### config.mk
export PLATFORM = sky130hd
export DESIGN_NAME = aes_test_sequencer
export DESIGN_NICKNAME = d
export VERILOG_FILES = /design/src/rtl/aes_test_sequencer_pkg.sv /design/src/rtl/aes_test_sequencer_timeout.sv /design/src/rtl/aes_test_sequencer.sv
export SDC_FILE = /design/constraint.sdc
export NUM_CORES = 1
export LEC_CHECK = 0
export BUFFER_PORTS_ARGS = -buffer_cell sky130_fd_sc_hd__buf_2
export CORE_AREA = 8 8 376 378
export DETAILED_ROUTE_END_ITERATION = 6
export DIE_AREA = 0 0 384 386
export GPL_ROUTABILITY_DRIVEN = 0
export PLACE_DENSITY = 0.35
export SETUP_SLACK_MARGIN = 0.15
export SLEW_MARGIN = 20
export SYNTH_ARGS = -nofsm -noshare
export SYNTH_HDL_FRONTEND = slang
export SYNTH_SLANG_ARGS = --single-unit
### constraint.sdc
create_clock -name CLK -period 5.93 [get_ports CLK]
set_input_delay 0.593 -clock CLK [delete_from_list [all_inputs] [get_ports CLK]]
set_output_delay 0.593 -clock CLK [all_outputs]
set_load 0.02 [all_outputs]
### src/rtl/aes_test_sequencer_pkg.sv
// aes_test_sequencer_pkg: shared FSM states, default timing constants, block type and saturating increment
package aes_test_sequencer_pkg;
   localparam int unsigned TIMEOUT_CYC_DEF = 4096;
   localparam int unsigned GAP_CYC_DEF     = 4;
   typedef logic [127:0] block_t;
   typedef enum logic [2:0] {IDLE, KEY_LOAD, KEY_WAIT, DATA_LOAD, DATA_WAIT, CHECK, GAP, FIN} state_t;
   function automatic logic [15:0] sat_inc(input logic [15:0] v);
      return (&v) ? v : v + 16'd1;
   endfunction
endpackage

### src/rtl/aes_test_sequencer_timeout.sv
// aes_seq_timeout: clearable wait counter that flags expiry on its LIMIT-th enabled cycle
// Ports: clk, rst (sync, active-high), clr_i (restart count), en_i (count this cycle), expired_o
module aes_seq_timeout #(
   parameter int unsigned LIMIT = 4096
) (
   input  logic clk,
   input  logic rst,
   input  logic clr_i,
   input  logic en_i,
   output logic expired_o
);
   localparam int unsigned W = $clog2(LIMIT + 1);
   logic [W-1:0] cnt_q;
   always_ff @(posedge clk) begin
      if (rst || clr_i) cnt_q <= '0;
      else if (en_i && !expired_o) cnt_q <= cnt_q + W'(1);
   end
   assign expired_o = en_i && (cnt_q == W'(LIMIT - 1));
endmodule

### src/rtl/aes_test_sequencer.sv
// aes_test_sequencer: drives an AES/DRAM top through a campaign of encryptions and tallies results
// Ports: CLK/RST (sync, active-high); start, key_in, pt_in, exp_in, num_runs (campaign setup);
//        Kin, Din, Kdrdy, EN (to AES top); Dout, Kvld, Dvld, Dload (from AES top);
//        busy, done, pass_cnt, fail_cnt, dload_cnt, last_ct, timeout_err (status).
// Build option: AES_SEQ_CHAIN_EN feeds each run's ciphertext into the next run and compares only the last.
module aes_test_sequencer
   import aes_test_sequencer_pkg::*;
#(
   parameter int unsigned TIMEOUT_CYC = TIMEOUT_CYC_DEF,
   parameter int unsigned GAP_CYC     = GAP_CYC_DEF
) (
   input  logic        CLK,
   input  logic        RST,
   input  logic        start,
   input  block_t      key_in,
   input  block_t      pt_in,
   input  block_t      exp_in,
   input  logic [15:0] num_runs,
   output block_t      Kin,
   output block_t      Din,
   output logic        Kdrdy,
   output logic        EN,
   input  block_t      Dout,
   input  logic        Kvld,
   input  logic        Dvld,
   input  logic        Dload,
   output logic        busy,
   output logic        done,
   output logic [15:0] pass_cnt,
   output logic [15:0] fail_cnt,
   output logic [15:0] dload_cnt,
   output block_t      last_ct,
   output logic        timeout_err
);
   state_t      state_q, state_d;
   logic [15:0] pass_q, fail_q, dload_q, rem_q, gap_q;
   block_t      last_q, din_q;
   logic        tout_q, done_q, expired, last_run, cmp;

   aes_seq_timeout #(.LIMIT(TIMEOUT_CYC)) u_timeout (
      .clk      (CLK),
      .rst      (RST),
      .clr_i    (state_q == KEY_LOAD || state_q == DATA_LOAD),
      .en_i     (state_q == KEY_WAIT || state_q == DATA_WAIT),
      .expired_o(expired)
   );

   assign last_run = rem_q <= 16'd1;
`ifdef AES_SEQ_CHAIN_EN
   assign cmp = last_run;
`else
   assign cmp = 1'b1;
`endif

   // CHECK is the first EN-low cycle between runs, so GAP itself lasts GAP_CYC-1 cycles
   always_comb begin
      state_d = state_q;
      case (state_q)
         IDLE:      if (start) state_d = (num_runs == '0) ? FIN : KEY_LOAD;
         KEY_LOAD:  state_d = KEY_WAIT;
         KEY_WAIT:  state_d = Kvld ? DATA_LOAD : (expired ? FIN : KEY_WAIT);
         DATA_LOAD: state_d = DATA_WAIT;
         DATA_WAIT: state_d = Dvld ? CHECK : (expired ? FIN : DATA_WAIT);
         CHECK:     state_d = last_run ? FIN : ((GAP_CYC > 1) ? GAP : DATA_LOAD);
         GAP:       state_d = (gap_q == 16'(GAP_CYC - 2)) ? DATA_LOAD : GAP;
         FIN:       state_d = IDLE;
         default:   state_d = IDLE;
      endcase
   end

   always_ff @(posedge CLK) begin
      if (RST) begin
         state_q <= IDLE;
         pass_q  <= '0;
         fail_q  <= '0;
         dload_q <= '0;
         rem_q   <= '0;
         gap_q   <= '0;
         last_q  <= '0;
         din_q   <= '0;
         tout_q  <= 1'b0;
         done_q  <= 1'b0;
      end else begin
         state_q <= state_d;
         done_q  <= state_q == FIN;
         gap_q   <= (state_q == GAP) ? gap_q + 16'd1 : '0;
         if (state_q == IDLE && start) begin
            pass_q  <= '0;
            fail_q  <= '0;
            dload_q <= '0;
            tout_q  <= 1'b0;
            rem_q   <= num_runs;
         end
         if (state_q != IDLE && Dload) dload_q <= sat_inc(dload_q);
         if (state_q == DATA_WAIT && Dvld) last_q <= Dout;
         // a valid arriving on the expiry cycle takes priority over the abort
         if (expired && !(state_q == KEY_WAIT ? Kvld : Dvld)) tout_q <= 1'b1;
         if (state_q == CHECK) begin
            rem_q <= rem_q - 16'd1;
            if (cmp && last_q == exp_in) pass_q <= sat_inc(pass_q);
            if (cmp && last_q != exp_in) fail_q <= sat_inc(fail_q);
         end
`ifdef AES_SEQ_CHAIN_EN
         if (state_q == IDLE && start) din_q <= pt_in;
         else if (state_q == CHECK) din_q <= last_q;
`else
         if (state_d == DATA_LOAD) din_q <= pt_in;
`endif
      end
   end

   assign Kdrdy       = state_q == KEY_LOAD;
   assign Kin         = Kdrdy ? key_in : '0;
   assign EN          = state_q == DATA_LOAD || state_q == DATA_WAIT;
   assign Din         = din_q;
   assign busy        = state_q != IDLE;
   assign done        = done_q;
   assign pass_cnt    = pass_q;
   assign fail_cnt    = fail_q;
   assign dload_cnt   = dload_q;
   assign last_ct     = last_q;
   assign timeout_err = tout_q;
endmodule
# After elaboration in Yosys (flattened, before gate mapping)
# Index checks and enable logic that the tools add are counted.
word_totals:
  word_cells: 83
  output_inout_bits: 437
  ff_bits: 354
op_classes:
  reduce_logical: 23
  bitwise: 1
  muxes: 26
  add_sub_neg: 6
  eq_ne: 15
  n_lt_le_gt_ge: 1
op_table:
  columns: ["operator", "n"]
  rows:
  - ["$mux 16", 13]
  - ["$eq 128x128->1", 1]
  - ["$mux 128", 1]
  - ["$ne 128x128->1", 1]
  - ["$add 16x1->16 const B", 4]
  - ["$reduce_and 16->1", 3]
  - ["$pmux 3 s8", 1]
  - ["$eq 16x2->1 const B", 1]
  - ["$le 16x1->1 const B", 1]
  - ["$logic_not 16->1", 1]
  - ["$sub 16x1->16 const B", 1]
  - ["$mux 3", 5]
  - ["$add 13x1->13 const B", 1]
  - ["$eq 13x12->1 const B", 1]
  - ["$eq 3x3->1 const B", 4]
  - ["$eq 3x2->1 const B", 3]
  - ["$logic_and 1x1->1", 6]
  - ["$ne 3x3->1 const B", 2]
  - ["$reduce_bool 2->1", 3]
  - ["$logic_or 1x1->1", 4]
  - ["$mux 1", 4]
  - ["$mux 2", 2]
  - ["$eq 3x1->1 const B", 1]
  - ["$logic_not 3->1", 1]
  - ["other kinds (6)", 7]

# Longest topological paths before layout
logic_depth:
  depth_word: 7
  mapped_depth: 11
  ltp_nobuf: 9

# Cells and area by module
# A second synthesis with hierarchy kept.
hier_totals:
  cells_unflattened: 1912
  area_unflattened_um2: 16176.8
by_module_without_submodules:
  columns: ["mod", "instances", "area_per_inst_um2", "seq_area_each_um2", "cells_per_inst"]
  rows:
  - ["aes_test_sequencer", 1, 15528.6, 6826.5, 1833]
  - ["aes_seq_timeout", 1, 648.1, 260.2, 79]

# Worst setup path after synthesis
# Ideal clock, no wire load.
synth_path:
  path_kind: "register -> register"
  from: "register u_timeout.cnt_q[0]"
  to: "register din_q[10] (netlist: Din[10])"
  path_stages_with_launch: 10
  t_required_ns: 5.802
  setup_ns: 0.128
  setup_slack_ns: 3.459
  t_arrival_ns: 2.343
  path_buffers: 2
  synth_period_minus_slack_ns: 2.471
  cell_sequence: "dfxtp_1 ha_1 nand3_1 or4_4 o31a_1 a2111oi_4 buf_8 buf_12 mux2i_1 nor2_1"
synth_via:
  elab_chain_len: 6
  elab_cells_between_ends: 8
synth_lines:
  columns: ["item", "line_no", "text"]
  rows:
  - ["from (decl)", "aes_test_sequencer_timeout.sv:13", "logic [W-1:0] cnt_q;"]
  - ["from (signal assigned)", "aes_test_sequencer_timeout.sv:16", "else if (en_i && !expired_o) cnt_q <= cnt_q + W'(1);"]
  - ["$eq 13x12->1 *", "aes_test_sequencer_timeout.sv:18", "assign expired_o = en_i && (cnt_q == W'(LIMIT - 1));"]
  - ["$logic_and 1x1->1 *", "aes_test_sequencer_timeout.sv:18", null]
  - ["$mux 2 or $mux 3 (tied branches) (2 in series)", "aes_test_sequencer.sv:63, aes_test_sequencer.sv:61", null]
  - ["$pmux 3 s8 *", "aes_test_sequencer.sv:58", "case (state_q)"]
  - ["$eq 3x2->1 *", "aes_test_sequencer.sv:107", "if (state_d == DATA_LOAD) din_q <= pt_in;"]
  - ["to (signal assigned)", "aes_test_sequencer.sv:107", null]
  - ["to (decl)", "aes_test_sequencer.sv:37", "block_t last_q, din_q;"]
# Mark *: on every way between the ends. The rest lies on a longest branch, timed or not.
# A chain may end at the register's enable or synchronous reset.

# Worst setup path after layout
layout_path:
  from: "register last_q[93] (netlist: last_ct[93])"
  to: "register pass_q[6] (netlist: pass_cnt[6])"
layout_via:
  elab_chain_len: 3
  elab_cells_between_ends: 4
layout_lines:
  columns: ["item", "line_no", "text"]
  rows:
  - ["from (decl)", "aes_test_sequencer.sv:37", null]
  - ["from (signal assigned)", "aes_test_sequencer.sv:95", "if (state_q == DATA_WAIT && Dvld) last_q <= Dout;"]
  - ["$eq 128x128->1 *", "aes_test_sequencer.sv:100", "if (cmp && last_q == exp_in) pass_q <= sat_inc(pass_q);"]
  - ["$mux 16", "aes_test_sequencer.sv:100", null]
  - ["$mux 16", "aes_test_sequencer.sv:98", "if (state_q == CHECK) begin"]
  - ["to (signal assigned)", "aes_test_sequencer.sv:100", null]
  - ["to (decl)", "aes_test_sequencer.sv:36", "logic [15:0] pass_q, fail_q, dload_q, rem_q, gap_q;"]
# Marks and branches as above.

==> results.json <==
{
  "max_cap_viol_count": 0,
  "io_buffer_count": 970,
  "regArea_mm2": 0.00709,
  "grt_first_pass_wirelength_um": 160000,
  "hold_class": "in -> reg",
  "clock_sinks": 354,
  "path_clk_slew_ns": 0.06,
  "ir_worst_vdd_mv": 0.185,
  "p_switching_mw": 2.12,
  "grt_max_degree": 161,
  "wl_um": 126000,
  "synth_nets": 2435,
  "cts_setup_buffers": 0,
  "drive_gt1_share_pct": 38.1,
  "crit_buf_inv": 0,
  "status": "finished clean",
  "p_int_mw": 4.83,
  "synthToLayoutAreaGrowth_pct": 52.5,
  "die_y_um": 386,
  "top_layer_used": "met5",
  "root_buffer": "clkbuf_16",
  "critPathMaxFanout": 21,
  "finish.net_count": 3362,
  "multiInputGateArea_mm2": 0.00846,
  "drt_iter0_drc": 1073,
  "yosysWarningCount": 0,
  "r2r.worst_path.cells": 7,
  "fin_worst_skew_ns": 0.0186,
  "drt-wirelength-per-cell_um": 27.0,
  "htreeDepth": 2,
  "ios": 971,
  "finalMaxSlewViolations": 0,
  "via_per_inst": 3.73,
  "die_x_um": 384,
  "ctsResizeCount": 0,
  "holdBufCountCts": 0,
  "setup_viol": 0,
  "p_total_mw": 6.96,
  "synth_compound_area_share_pct": 9.32,
  "power.density_mw_per_mm2": 282,
  "worstPathCellList": "xnor2_1, nand4_1, nor4_1, and4_1, nand3_1, o31a_1, a311oi_1",
  "finalHoldViolCount": 0,
  "dp_hpwl_um": 107000,
  "gr-total-overflow": 0,
  "power_frac_clock_pct": 45.3,
  "rsz0062_at_grt": "no",
  "fillers": 15600,
  "path_delay_family": "simple AND/OR/NAND/NOR gates",
  "synthCells": 1893,
  "p_comb_share_pct": 18.2,
  "path_class": "reg -> reg",
  "crit_path_end_kind": "flip-flop",
  "synth_ff_type": "dfxtp_1",
  "holdPathStages": 3,
  "antenna_found_initial": 86,
  "cts_buffers": 48,
  "slew_headroom_pct": 16.6,
  "p_seq_share_pct": 36.5,
  "drt-met1-wl_um": 50100,
  "rows": 135,
  "synthMuxAreaShare_pct": 8.04,
  "worst_ep_required_time_ns": 6.45,
  "core_mm2": 0.135,
  "track_usage_pct": 15.9,
  "cp_slowest_cell": "nor4_1",
  "synth_seq_cells": 354,
  "yosys.area_share.simple_pct": 25.1,
  "yosysUniqueCellTypes": 59,
  "max_freq_mhz": 245,
  "antenna_left": 0,
  "die_area_mm2": 0.148,
  "arrival_ns": 4.61,
  "ys_seq_area_share_pct": 43.8,
  "drtPass1Iterations": 5,
  "routed-wl-met3_um": 14300,
  "clkLatencyLatePin_ns": 0.62,
  "start_util_pct": 12.0,
  "crit_cells": 7,
  "drc": 0,
  "syn_area_per_cell_um2": 8.55,
  "synth_top_family_by_area": "simple AND/OR/NAND/NOR gates",
  "start_kind": "flip-flop",
  "setup_tns_ns": 0,
  "p_leak_nw": 10.5,
  "fin_crit_sh_pct": 68.9,
  "switching_share_pct": 30.5,
  "clk_path_buf_depth": 3,
  "finalCriticalPeriod_ns": 4.09,
  "tritoncts": "yes",
  "syn_area_mm2": 0.0162,
  "async_flop_share_pct": 0,
  "synth_xor_area_share_pct": 8.98,
  "tightest_slew_ns": 1.25,
  "grt_pass1_vias": 17300,
  "route.met2.wl_um": 57800,
  "vias": 17400,
  "slowest_delay_ns": 0.84,
  "synth_edf_count": 0,
  "synthAdderAreaFrac_pct": 0.618
}
worst min-delay path, cell delays in order:
cell and delay, ns:
buf_2 0.09, nand2_1 0.04, a21oi_1 0.05
area by class of cell:
type	instances	area share [%]
Sequential cell	354	28.7
Clock buffer	75	6.17
Tap cell	1781	9.03
Antenna cell	22	0.223
Timing Repair Buffer	992	20.6
Multi-Input combinational cell	1413	34.3
Clock inverter	15	0.796
Inverter	11	0.167
flip-flops by register name, indices dropped and copies added (netlist names), 13 cells and up:
name             cells
pass_cnt            16
rem_q               16
gap_q               16
u_timeout.cnt_q     13
fail_cnt            16
dload_cnt           16
Din                128
last_ct            128
per-stage QoR:
stage / util [%] / hold slack (ns) / cells / worst slack (ns) / cell area, um^2
final: 18.3 / 0.205 / 4663 / 1.84 / 24700
after global placement: 17.0 / 0.435 / 4551 / 1.05 / 22900
after floorplan: - / 0.418 / 1893 / 3.46 / 16200
after CTS: 18.3 / 0.120 / 4641 / 1.64 / 24600
after global routing: 18.3 / 0.151 / 4647 / 1.49 / 24600
after detailed placement: 17.0 / 0.442 / 4551 / 1.32 / 22900
power groups by stage:
stage / Clock [mW] / Combinational [mW] / Sequential (mW)
5_1_grt: 3.37 / 1.37 / 2.56
3_5_place_dp: 0 / 1.29 / 2.59
6_report: 3.15 / 1.27 / 2.54
3_3_place_gp: 0 / 1.29 / 2.59
2_1_floorplan: 0 / 0.584 / 2.69
4_1_cts: 3.30 / 1.29 / 2.54
worst paths after layout:
check                       from  slack [ns]             endpoint
min reg2reg  u_timeout.cnt_q[12]        0.45  u_timeout.cnt_q[12]
max reg2reg          last_ct[93]        1.84          pass_cnt[6]
max                  last_ct[93]        1.84          pass_cnt[6]
min                     Dout[38]        0.21          last_ct[38]
cell families after synthesis:
logic type / count (synthesis)
xor gates and xnor gates: 166
buffers and inverters: 126
DFF: 354
muxes: 130
adders and majority gates: 8
and+or+nand+nor: 851
AOI/OAI and AO/OA: 258
cell usage after synthesis (2+ instances only):
library cell | count | area (um^2)
clkbuf_1 | 98 | 368
xor2_1 | 27 | 236
nand4_1 | 58 | 363
o311ai_0 | 6 | 52.6
buf_8 | 3 | 45.0
buf_2 | 2 | 10.0
ha_1 | 8 | 100
nor3_1 | 19 | 95.1
nand3_1 | 37 | 185
or3_1 | 11 | 68.8
nand2_1 | 306 | 1150
and3_1 | 18 | 113
nand2b_1 | 4 | 25.0
and4b_1 | 3 | 30.0
and4_1 | 10 | 87.6
xnor2_1 | 139 | 1220
o21ai_0 | 15 | 75.1
a31o_1 | 2 | 17.5
inv_1 | 11 | 41.3
nor2b_1 | 5 | 31.3
nor2_1 | 204 | 766
dfxtp_1 | 354 | 7090
and2_1 | 136 | 851
or4_1 | 3 | 22.5
buf_12 | 10 | 200
mux2i_1 | 130 | 1300
nor4_1 | 22 | 138
o211ai_1 | 17 | 128
a31oi_1 | 6 | 37.5
a211o_1 | 2 | 17.5
nand3b_1 | 6 | 45.0
a41o_1 | 2 | 20.0
o31ai_1 | 6 | 45.0
a311oi_1 | 3 | 26.3
a22oi_1 | 2 | 15.0
o31a_1 | 2 | 17.5
a311o_1 | 2 | 20.0
a211oi_1 | 6 | 45.0
a21oi_1 | 178 | 891
layout by cell type, fill, tap and decap left out, drive strengths merged, types with 8 or more instances in the layout:
master,count
buf,992
dfxtp,354
nand2,306
nor2,204
a21oi,178
xnor2,139
and2,136
mux2i,130
clkbuf,75
nand4,59
nand3,37
xor2,27
nor4,23
diode,22
nor3,20
and3,18
o211ai,17
o21ai,15
inv,13
or3,11
and4,10
clkinv,9
ha,8
per-layer routing:
metal,vias to the layer above,track usage [%]
li1,8327,-
met1,8188,18.7
met2,682,25.1
met3,194,8.16
met4,24,4.80
met5,-,0
No activity file was read; power rests on OpenSTA's default activity.
